[src/rtl/recur_accum.sv]
// recur_accum: y[n] = (y[n-1] << SHIFT) + x[n] over a run of programmable length,
// with wrap/saturate overflow handling and start/busy/done sequencing.
module recur_accum #(
  parameter int W     = 32,
  parameter int CNT_W = 7,
  parameter int SHIFT = 1
) (
  input  logic             clk,
  input  logic             rst,
  input  logic             start,
  input  logic [CNT_W-1:0] len,
  input  logic             mode,
  input  logic [W-1:0]     x,
  input  logic             x_valid,
  output logic             x_ready,
  output logic [W-1:0]     y,
  output logic             y_valid,
  output logic             busy,
  output logic             done,
  output logic             ovf
);
  typedef enum logic [1:0] {IDLE, RUN, DONE} state_t;
  state_t           state_q;
  logic [CNT_W-1:0] cnt_q, len_q;
  logic             mode_q, y_valid_q, ovf_q;
  logic [W-1:0]     y_q, y_d;
  logic [W+SHIFT:0] acc_full;
  logic             acc_ovf;
  // Bits shifted out of y land above W, so they take part in overflow detection.
  always_comb begin
    acc_full = (cnt_q == '0) ? {{(SHIFT+1){1'b0}}, x}
                             : ({{(SHIFT+1){1'b0}}, y_q} << SHIFT) + {{(SHIFT+1){1'b0}}, x};
    acc_ovf  = |acc_full[W+SHIFT:W];
    y_d      = (acc_ovf && mode_q) ? '1 : acc_full[W-1:0];
  end
  always_ff @(posedge clk or negedge rst) begin
    if (!rst) begin
      state_q   <= IDLE;
      cnt_q     <= '0;
      len_q     <= '0;
      mode_q    <= 1'b0;
      y_q       <= '0;
      y_valid_q <= 1'b0;
      ovf_q     <= 1'b0;
    end else begin
      y_valid_q <= 1'b0;
      case (state_q)
        IDLE: if (start) begin
          cnt_q   <= '0;
          ovf_q   <= 1'b0;
          len_q   <= len;
          mode_q  <= mode;
          state_q <= (len != '0) ? RUN : DONE;
        end
        RUN: if (x_valid) begin
          y_q       <= y_d;
          y_valid_q <= 1'b1;
          ovf_q     <= ovf_q | acc_ovf;
          cnt_q     <= cnt_q + CNT_W'(1);
          if (cnt_q == len_q - CNT_W'(1)) state_q <= DONE;
        end
        default: state_q <= IDLE;
      endcase
    end
  end
  assign x_ready = (state_q == RUN);
  assign busy    = (state_q == RUN);
  assign done    = (state_q == DONE);
  assign y       = y_q;
  assign y_valid = y_valid_q;
  assign ovf     = ovf_q;
endmodule

[config.mk]
export PLATFORM = sky130hd
export DESIGN_NAME = recur_accum
export DESIGN_NICKNAME = d
export VERILOG_FILES = /design/src/rtl/recur_accum.sv
export SDC_FILE = /design/constraint.sdc
export NUM_CORES = 1
export LEC_CHECK = 0
export ABC_CLOCK_PERIOD_IN_PS = 4980
export BUFFER_PORTS_ARGS = -buffer_cell sky130_fd_sc_hd__buf_2
export CAP_MARGIN = 20
export CORE_ASPECT_RATIO = 1.4
export CORE_MARGIN = 5
export CORE_UTILIZATION = 50
export DETAILED_ROUTE_END_ITERATION = 10
export GPL_TIMING_DRIVEN = 0
export PLACE_DENSITY_LB_ADDON = 0.2
export REMOVE_ABC_BUFFERS = 1
export SETUP_SLACK_MARGIN = 0.15
export SYNTH_ARGS = -nofsm -noshare
export SYNTH_HDL_FRONTEND = slang
export SYNTH_SLANG_ARGS = --single-unit
[constraint.sdc]
create_clock -name clk -period 4.98 [get_ports clk]
set_input_delay 0.249 -clock clk [delete_from_list [all_inputs] [get_ports clk]]
set_output_delay 0.249 -clock clk [all_outputs]
set_load 0.01 [all_outputs]
# [Yosys cells after proc, flatten, opt, wreduce, memory -nomap -nowiden]
# Index checks and enable logic that the tools add are counted.
[op_classes] addsub=3 n_eq_ne=6 mux=15 bitwise_logic=1 n_reduce_logical=10
[op_table] op="$add A33 B32 Y34" n=1
[op_table] op="$mux W34" n=1
[op_table] op="$mux W32" n=1
[op_table] op="$mux W7" n=2
[op_table] op="$pmux W7 S2" n=1
[op_table] op="$mux W2" n=4
[op_table] op="$add A7 B1 Y7 const B" n=1
[op_table] op="$eq A7 B7 Y1" n=1
[op_table] op="$logic_not A7 Y1" n=1
[op_table] op="$reduce_bool A7 Y1" n=1
[op_table] op="$sub A7 B1 Y7 const B" n=1
[op_table] op="$reduce_and A3 Y1" n=2
[op_table] op="$mux W1" n=4
[op_table] op="$ne A2 B2 Y1 const B" n=2
[op_table] op="$pmux W2 S2" n=1
[op_table] op="$reduce_and A2 Y1" n=2
[op_table] op="$eq A2 B1 Y1 const B" n=1
[op_table] op="$eq A2 B2 Y1 const B" n=1
[op_table] op="$logic_not A2 Y1" n=1
[op_table] op="$ne A2 B1 Y1 const B" n=1
[op_table] op="$pmux W1 S2" n=1
[op_table] op="$reduce_bool A2 Y1" n=1
[op_table] op="$reduce_or A2 Y1" n=1
[op_table] op="$logic_and A1 B1 Y1" n=1
[op_table] op="$or A1 B1 Y1" n=1
[totals] register_bits=51 output_inout_bits=37 elab_cells=42

# [Depth between registers and ports, before layout]
[logic_depth] word_depth=6 depth_mapped=13 mapped_depth_nobuf=12

# [Worst setup path before layout]
# No wires, ideal clock.
[synth_path] kind="register to register" start="register y_q[0] (netlist: y[0])" end="register y_q[31] (netlist: y[31])" setup_ns=0.083 t_arrival_ns=2.691 t_required_ns=4.897 slack_ns=2.206 stages_incl_launch_ff=13 n_path_buf=0 synth_period_minus_slack_ns=2.774 path_cell_list="dfrtp_1 -> ha_1 -> inv_1 -> fa_1 -> nand2b_1 -> a21oi_1 -> a31oi_1 -> o31a_1 -> a41oi_1 -> o2111ai_1 -> a221oi_1 -> o21ai_0 -> o21ai_0"
[synth_between] elab_chain_cells=5
[synth_lines] element="from (decl)" line="26" rtl="logic [W-1:0] y_q, y_d;"
[synth_lines] element="from (signal assigned)" line="56" rtl="y_q <= y_d;"
[synth_lines] element="$add A33 B32 Y34 (*)" line="32" rtl=": ({{(SHIFT+1){1'b0}}, y_q} << SHIFT) + {{(SHIFT+1){1'b0}}, x};"
[synth_lines] element="$mux W34 (*)" line="31" rtl="acc_full = (cnt_q == '0) ? {{(SHIFT+1){1'b0}}, x}"
[synth_lines] element="$reduce_or A2 Y1" line="33" rtl="acc_ovf = |acc_full[W+SHIFT:W];"
[synth_lines] element="$logic_and A1 B1 Y1" line="34" rtl="y_d = (acc_ovf && mode_q) ? '1 : acc_full[W-1:0];"
[synth_lines] element="$mux W32 (*)" line="34"
# Mark *: on every way between the ends. The rest lies on a longest branch, timed or not.
# A chain may end at the register's enable or synchronous reset.

# [Worst setup path after layout]
[layout_path] start="register y_q[15] (netlist: y[15])" end="register y_q[11] (netlist: y[11])"
[layout_between] elab_chain_cells=5
[layout_lines] element="$add A33 B32 Y34" line="32"
[layout_lines] element="$mux W34" line="31"
[layout_lines] element="$reduce_or A2 Y1" line="33"
[layout_lines] element="$logic_and A1 B1 Y1" line="34"
[layout_lines] element="$mux W32" line="34"
# No other way between the ends.

==> flow_results.xml <==
<?xml version="1.0" encoding="UTF-8"?>
<metrics>
  <group name="clocking">
    <metric name="tritoncts_clock_tree" unit="">done</metric>
    <metric name="ctsLongestPathBuffers" unit="">2</metric>
    <metric name="cts_num_sinks" unit="">51</metric>
    <metric name="clock_latency" unit="ns">0.30</metric>
    <metric name="cts_inserted_buffers" unit="">5</metric>
    <metric name="htree_num_levels" unit="">2</metric>
    <metric name="clkTransAtPathRegs" unit="ns">0.07</metric>
    <metric name="count_of_hold_fix_buffers_inserted_at_cts" unit="">1</metric>
    <metric name="cts_root_buf" unit="">clkbuf_16</metric>
    <metric name="postCtsSetupBuffers" unit="">0</metric>
    <metric name="post_cts.resized_instances" unit="">0</metric>
  </group>
  <group name="min_path">
    <metric name="min_delay_path_class" unit="">in2reg</metric>
    <metric name="hold-path-endpoint" unit="">mode_q$_DFFE_PN0P_</metric>
    <metric name="worst_hold_path.num_cells" unit="">3</metric>
    <metric name="source_of_the_worst_hold_timing_path" unit="">mode</metric>
  </group>
  <group name="synth">
    <metric name="post_synth.cell_area_avg" unit="um^2">7.89</metric>
    <metric name="yosys.area.top_type" unit="">dfrtp_1</metric>
    <metric name="synth_warnings" unit="">0</metric>
    <metric name="synth_sequential_area_ratio" unit="%">30.0</metric>
    <metric name="synth_async_sr_flop_share" unit="%">100</metric>
    <metric name="netlist_instances" unit="">539</metric>
    <metric name="edff_count_synth" unit="">0</metric>
    <metric name="synth-main-ff-cell" unit="">dfrtp_1</metric>
    <metric name="ys_seq_elements" unit="">51</metric>
    <metric name="netlist_top_cells_area" unit="">dfrtp_1 30%, ha_1 10%, nand2_1 7.4%, a21oi_1 6.8%, o21ai_0 5.3%</metric>
    <metric name="yosysTopAreaCellShare" unit="%">30.0</metric>
    <metric name="synth_cell_types" unit="">60</metric>
    <metric name="synthesis.area" unit="mm^2">0.00425</metric>
  </group>
  <group name="drt">
    <metric name="wl_met1" unit="um">4760</metric>
    <metric name="routed-via-count" unit="">4105</metric>
    <metric name="post_drt_wl_per_cell" unit="um">15.6</metric>
    <metric name="detailroute.wirelength.met3" unit="um">525</metric>
    <metric name="first_iter_violations" unit="">167</metric>
    <metric name="vias_per_std_cell" unit="">5.81</metric>
    <metric name="wirelength" unit="um">11100</metric>
    <metric name="detailedRoute.firstPassIterationCount" unit="">4</metric>
    <metric name="ant_nets" unit="">0</metric>
    <metric name="drc_errors" unit="">0</metric>
    <metric name="routed.top_layer" unit="">met4</metric>
    <metric name="wl_met2" unit="um">5540</metric>
  </group>
  <group name="power">
    <metric name="p_int" unit="W">0.00184</metric>
    <metric name="power.combinational.fraction" unit="%">66.6</metric>
    <metric name="share_of_total_power_consumed_by_net_switching" unit="%">47.7</metric>
    <metric name="vdd_drop_max" unit="V">0.000332</metric>
    <metric name="power_leakage" unit="nW">2.20</metric>
    <metric name="power_density" unit="mW/mm^2">715</metric>
    <metric name="pwr-share-seq" unit="%">21.7</metric>
    <metric name="power_switching" unit="W">0.00168</metric>
    <metric name="p_clk_share" unit="%">11.7</metric>
  </group>
  <group name="status">
    <metric name="status" unit="">finished, final reports clean</metric>
  </group>
  <group name="critical_path">
    <metric name="critPathMostFrequentCell" unit="">o21ai_0</metric>
    <metric name="arrival" unit="ns">3.53</metric>
    <metric name="minimum_setup_slack_among_reg_to_reg_paths" unit="ns">1.60</metric>
    <metric name="worst-path-max-fanout" unit="">18</metric>
    <metric name="timing.rr.start" unit="">y[15]$_DFFE_PN0P_</metric>
    <metric name="timing.critical_path.to_type" unit="">register</metric>
    <metric name="timing.critical_path.cells" unit="">ha_1 &gt; o21ai_0 &gt; a211oi_1 &gt; a31oi_1 &gt; o21ai_0 &gt; o21ai_0 &gt; o21ai_0 &gt; and3_4 &gt; nor2_4 &gt; a31oi_1</metric>
    <metric name="worst_path_largest_cell_delay" unit="ns">0.47</metric>
    <metric name="rr_worst_depth" unit="">10</metric>
    <metric name="critical_path.slowest_cell" unit="">o21ai_0</metric>
    <metric name="setup_crit_start_kind" unit="">register</metric>
    <metric name="worstSetupPathType" unit="">reg2reg</metric>
    <metric name="r2r-end" unit="">y[11]$_DFFE_PN0P_</metric>
    <metric name="critical_path_required" unit="ns">5.13</metric>
  </group>
  <group name="finish">
    <metric name="synthToLayoutAreaGrowth" unit="%">15.8</metric>
    <metric name="utilization" unit="%">59.7</metric>
    <metric name="most-common-layout-cells" unit="">84 x nand2_1, 80 x buf_2, 58 x a21oi_1</metric>
    <metric name="fin_area" unit="mm^2">0.00492</metric>
    <metric name="n_antenna_cell" unit="">0</metric>
    <metric name="final_nets" unit="">683</metric>
    <metric name="drive_gt1_share" unit="%">16.9</metric>
    <metric name="final_cells" unit="">707</metric>
    <metric name="fillerInstances" unit="">805</metric>
    <metric name="commonest_non_fill_non_tap_cell_in_the_layout" unit="">nand2_1</metric>
  </group>
  <group name="grt">
    <metric name="grt_use_total" unit="%">21.9</metric>
    <metric name="grt_pass1_wl" unit="um">18800</metric>
    <metric name="via_count_of_the_first_global_routing_pass" unit="">4005</metric>
    <metric name="grt_antenna_before_repair" unit="">0</metric>
    <metric name="grt_max_degree" unit="">32</metric>
    <metric name="global_route.overflow_total" unit="">0</metric>
  </group>
  <group name="place">
    <metric name="post-place-ws" unit="ns">1.63</metric>
    <metric name="place.detailed.hpwl" unit="um">8640</metric>
    <metric name="port-buffer-count" unit="">80</metric>
    <metric name="routabilityCongestion" unit="">0.902</metric>
    <metric name="placed_cell_area" unit="mm^2">0.00474</metric>
    <metric name="dpl.cell_count" unit="">698</metric>
  </group>
  <group name="sta">
    <metric name="worst_clock_skew" unit="ns">0.00596</metric>
    <metric name="period_needed" unit="ns">3.38</metric>
    <metric name="timing.setup.tns" unit="ns">0</metric>
    <metric name="final-max-slew-violation-count" unit="">0</metric>
    <metric name="final.setup.worst_slack" unit="ns">1.60</metric>
    <metric name="max-slew-margin-rel" unit="%">53.9</metric>
    <metric name="max_slew.worst_pin.slew" unit="ns">0.691</metric>
    <metric name="report.final.hold_viol_count" unit="">0</metric>
    <metric name="grt_setup_unrepaired" unit="">false</metric>
    <metric name="setup_violations" unit="">0</metric>
    <metric name="maximum_achievable_frequency" unit="MHz">296</metric>
    <metric name="final_min_period_over_clock_period" unit="%">67.9</metric>
  </group>
  <group name="floorplan">
    <metric name="initial_core_util" unit="%">51.5</metric>
    <metric name="die_w" unit="um">87.9</metric>
    <metric name="fp.dieArea" unit="mm^2">0.0105</metric>
    <metric name="core_area" unit="mm^2">0.00825</metric>
    <metric name="placement_rows" unit="">39</metric>
    <metric name="pin_count" unit="">81</metric>
    <metric name="chipHeight" unit="um">119</metric>
  </group>
  <group name="flow_run">
    <metric name="drv_cap" unit="">0</metric>
  </group>
</metrics>
==> Yosys cell counts, types with 2 or more instances <==
cell,instances
o31a_1,2
or3_1,3
nand2_1,84
o21a_1,4
a22o_1,2
nor4_1,4
nor2_1,50
nand3_1,7
a211oi_1,3
o21ai_2,2
a21o_1,9
nand2b_1,3
nor2b_1,5
o21bai_1,6
a21oi_1,58
dfrtp_1,51
inv_1,18
nor3_1,4
o21ai_0,45
buf_2,4
o22ai_1,4
a21boi_0,4
o22a_1,11
buf_4,2
ha_1,34
a221oi_1,3
clkbuf_1,19
xnor2_1,20
a31oi_1,9
nand4_1,11
o211ai_1,6
buf_6,2
a31o_2,2
and2_1,3
nand3b_1,2
a41oi_1,2
xor2_1,18
==> layer usage <==
layer  up-vias  track usage (%)
met2       100             37.6
met1      1922             27.3
li1       2065                -
met4         0             7.58
met3        18             3.45
met5         -                0
==> state kept, by name, summed over array words and instances (netlist names) <==
register	flops
y	32
mode_q	1
state_q	2
y_valid	1
cnt_q	7
len_q	7
ovf	1
==> final cells by class <==
cell class	count	area, um^2	area share (%)
clock inverters	3	47.5	0.966
repair buffers	85	500	10.2
flip-flops and latches	51	1280	25.9
well taps	102	128	2.59
clock buffers	5	125	2.54
multi-input cells	443	2780	56.4
inverters	18	67.6	1.37
==> metrics by stage <==
stage	hold WS, ns	total power (W)
2_1_floorplan	-0.0466	0.00245
3_3_place_gp	0.450	0.00299
3_5_place_dp	0.250	0.00310
4_1_cts	0.138	0.00353
5_1_grt	0.148	0.00386
6_report	0.147	0.00352
==> power groups by stage <==
| stage | Sequential, W | Combinational [W] | Clock (W) |
|---|---|---|---|
| 3_3_place_gp | 0.000765 | 0.00222 | 0 |
| 3_5_place_dp | 0.000774 | 0.00233 | 0 |
| 4_1_cts | 0.000765 | 0.00234 | 0.000423 |
| 6_report | 0.000764 | 0.00234 | 0.000412 |
| 5_1_grt | 0.000794 | 0.00263 | 0.000438 |
| 2_1_floorplan | 0.000803 | 0.00164 | 0 |
==> critical path, delay by kind of cell (launching register included) <==
| kind | cells | cell delay (ns) |
|---|---|---|
| AO/OA/AOI/OAI | 7 | 1.74 |
| flip-flops | 1 | 0.40 |
| adder cells (fa/ha/maj) | 1 | 0.41 |
| AND/OR/NAND/NOR | 2 | 0.66 |
==> worst max path at each step <==
stage | start | end | slack [ns] | depth (start not counted)
CTS | y[15]$_DFFE_PN0P_ | y[11]$_DFFE_PN0P_ | 1.59 | 10
floorplan | y[0]$_DFFE_PN0P_ | y[31]$_DFFE_PN0P_ | 2.16 | 12
finish | y[15]$_DFFE_PN0P_ | y[11]$_DFFE_PN0P_ | 1.60 | 10
detailed placement | y[15]$_DFFE_PN0P_ | y[11]$_DFFE_PN0P_ | 1.63 | 10
global route | y[8]$_DFFE_PN0P_ | y[4]$_DFFE_PN0P_ | 1.32 | 10
global placement | cnt_q[3]$_DFFE_PN0P_ | y[1]$_DFFE_PN0P_ | 1.44 | 6
==> cells by family (layout without fill, tap and decap cells) <==
| logic type | Yosys count | in the layout | synth area share, % |
|---|---|---|---|
| xor+xnor | 38 | 38 | 7.83 |
| flops | 51 | 51 | 30.0 |
| compound gates | 182 | 182 | 26.7 |
| buf+inv | 45 | 111 | 4.62 |
| mux | 1 | 1 | 0.236 |
| fa+ha+maj | 35 | 35 | 10.5 |
| simple gates | 187 | 187 | 20.1 |
(Power assumes the default switching activity.)
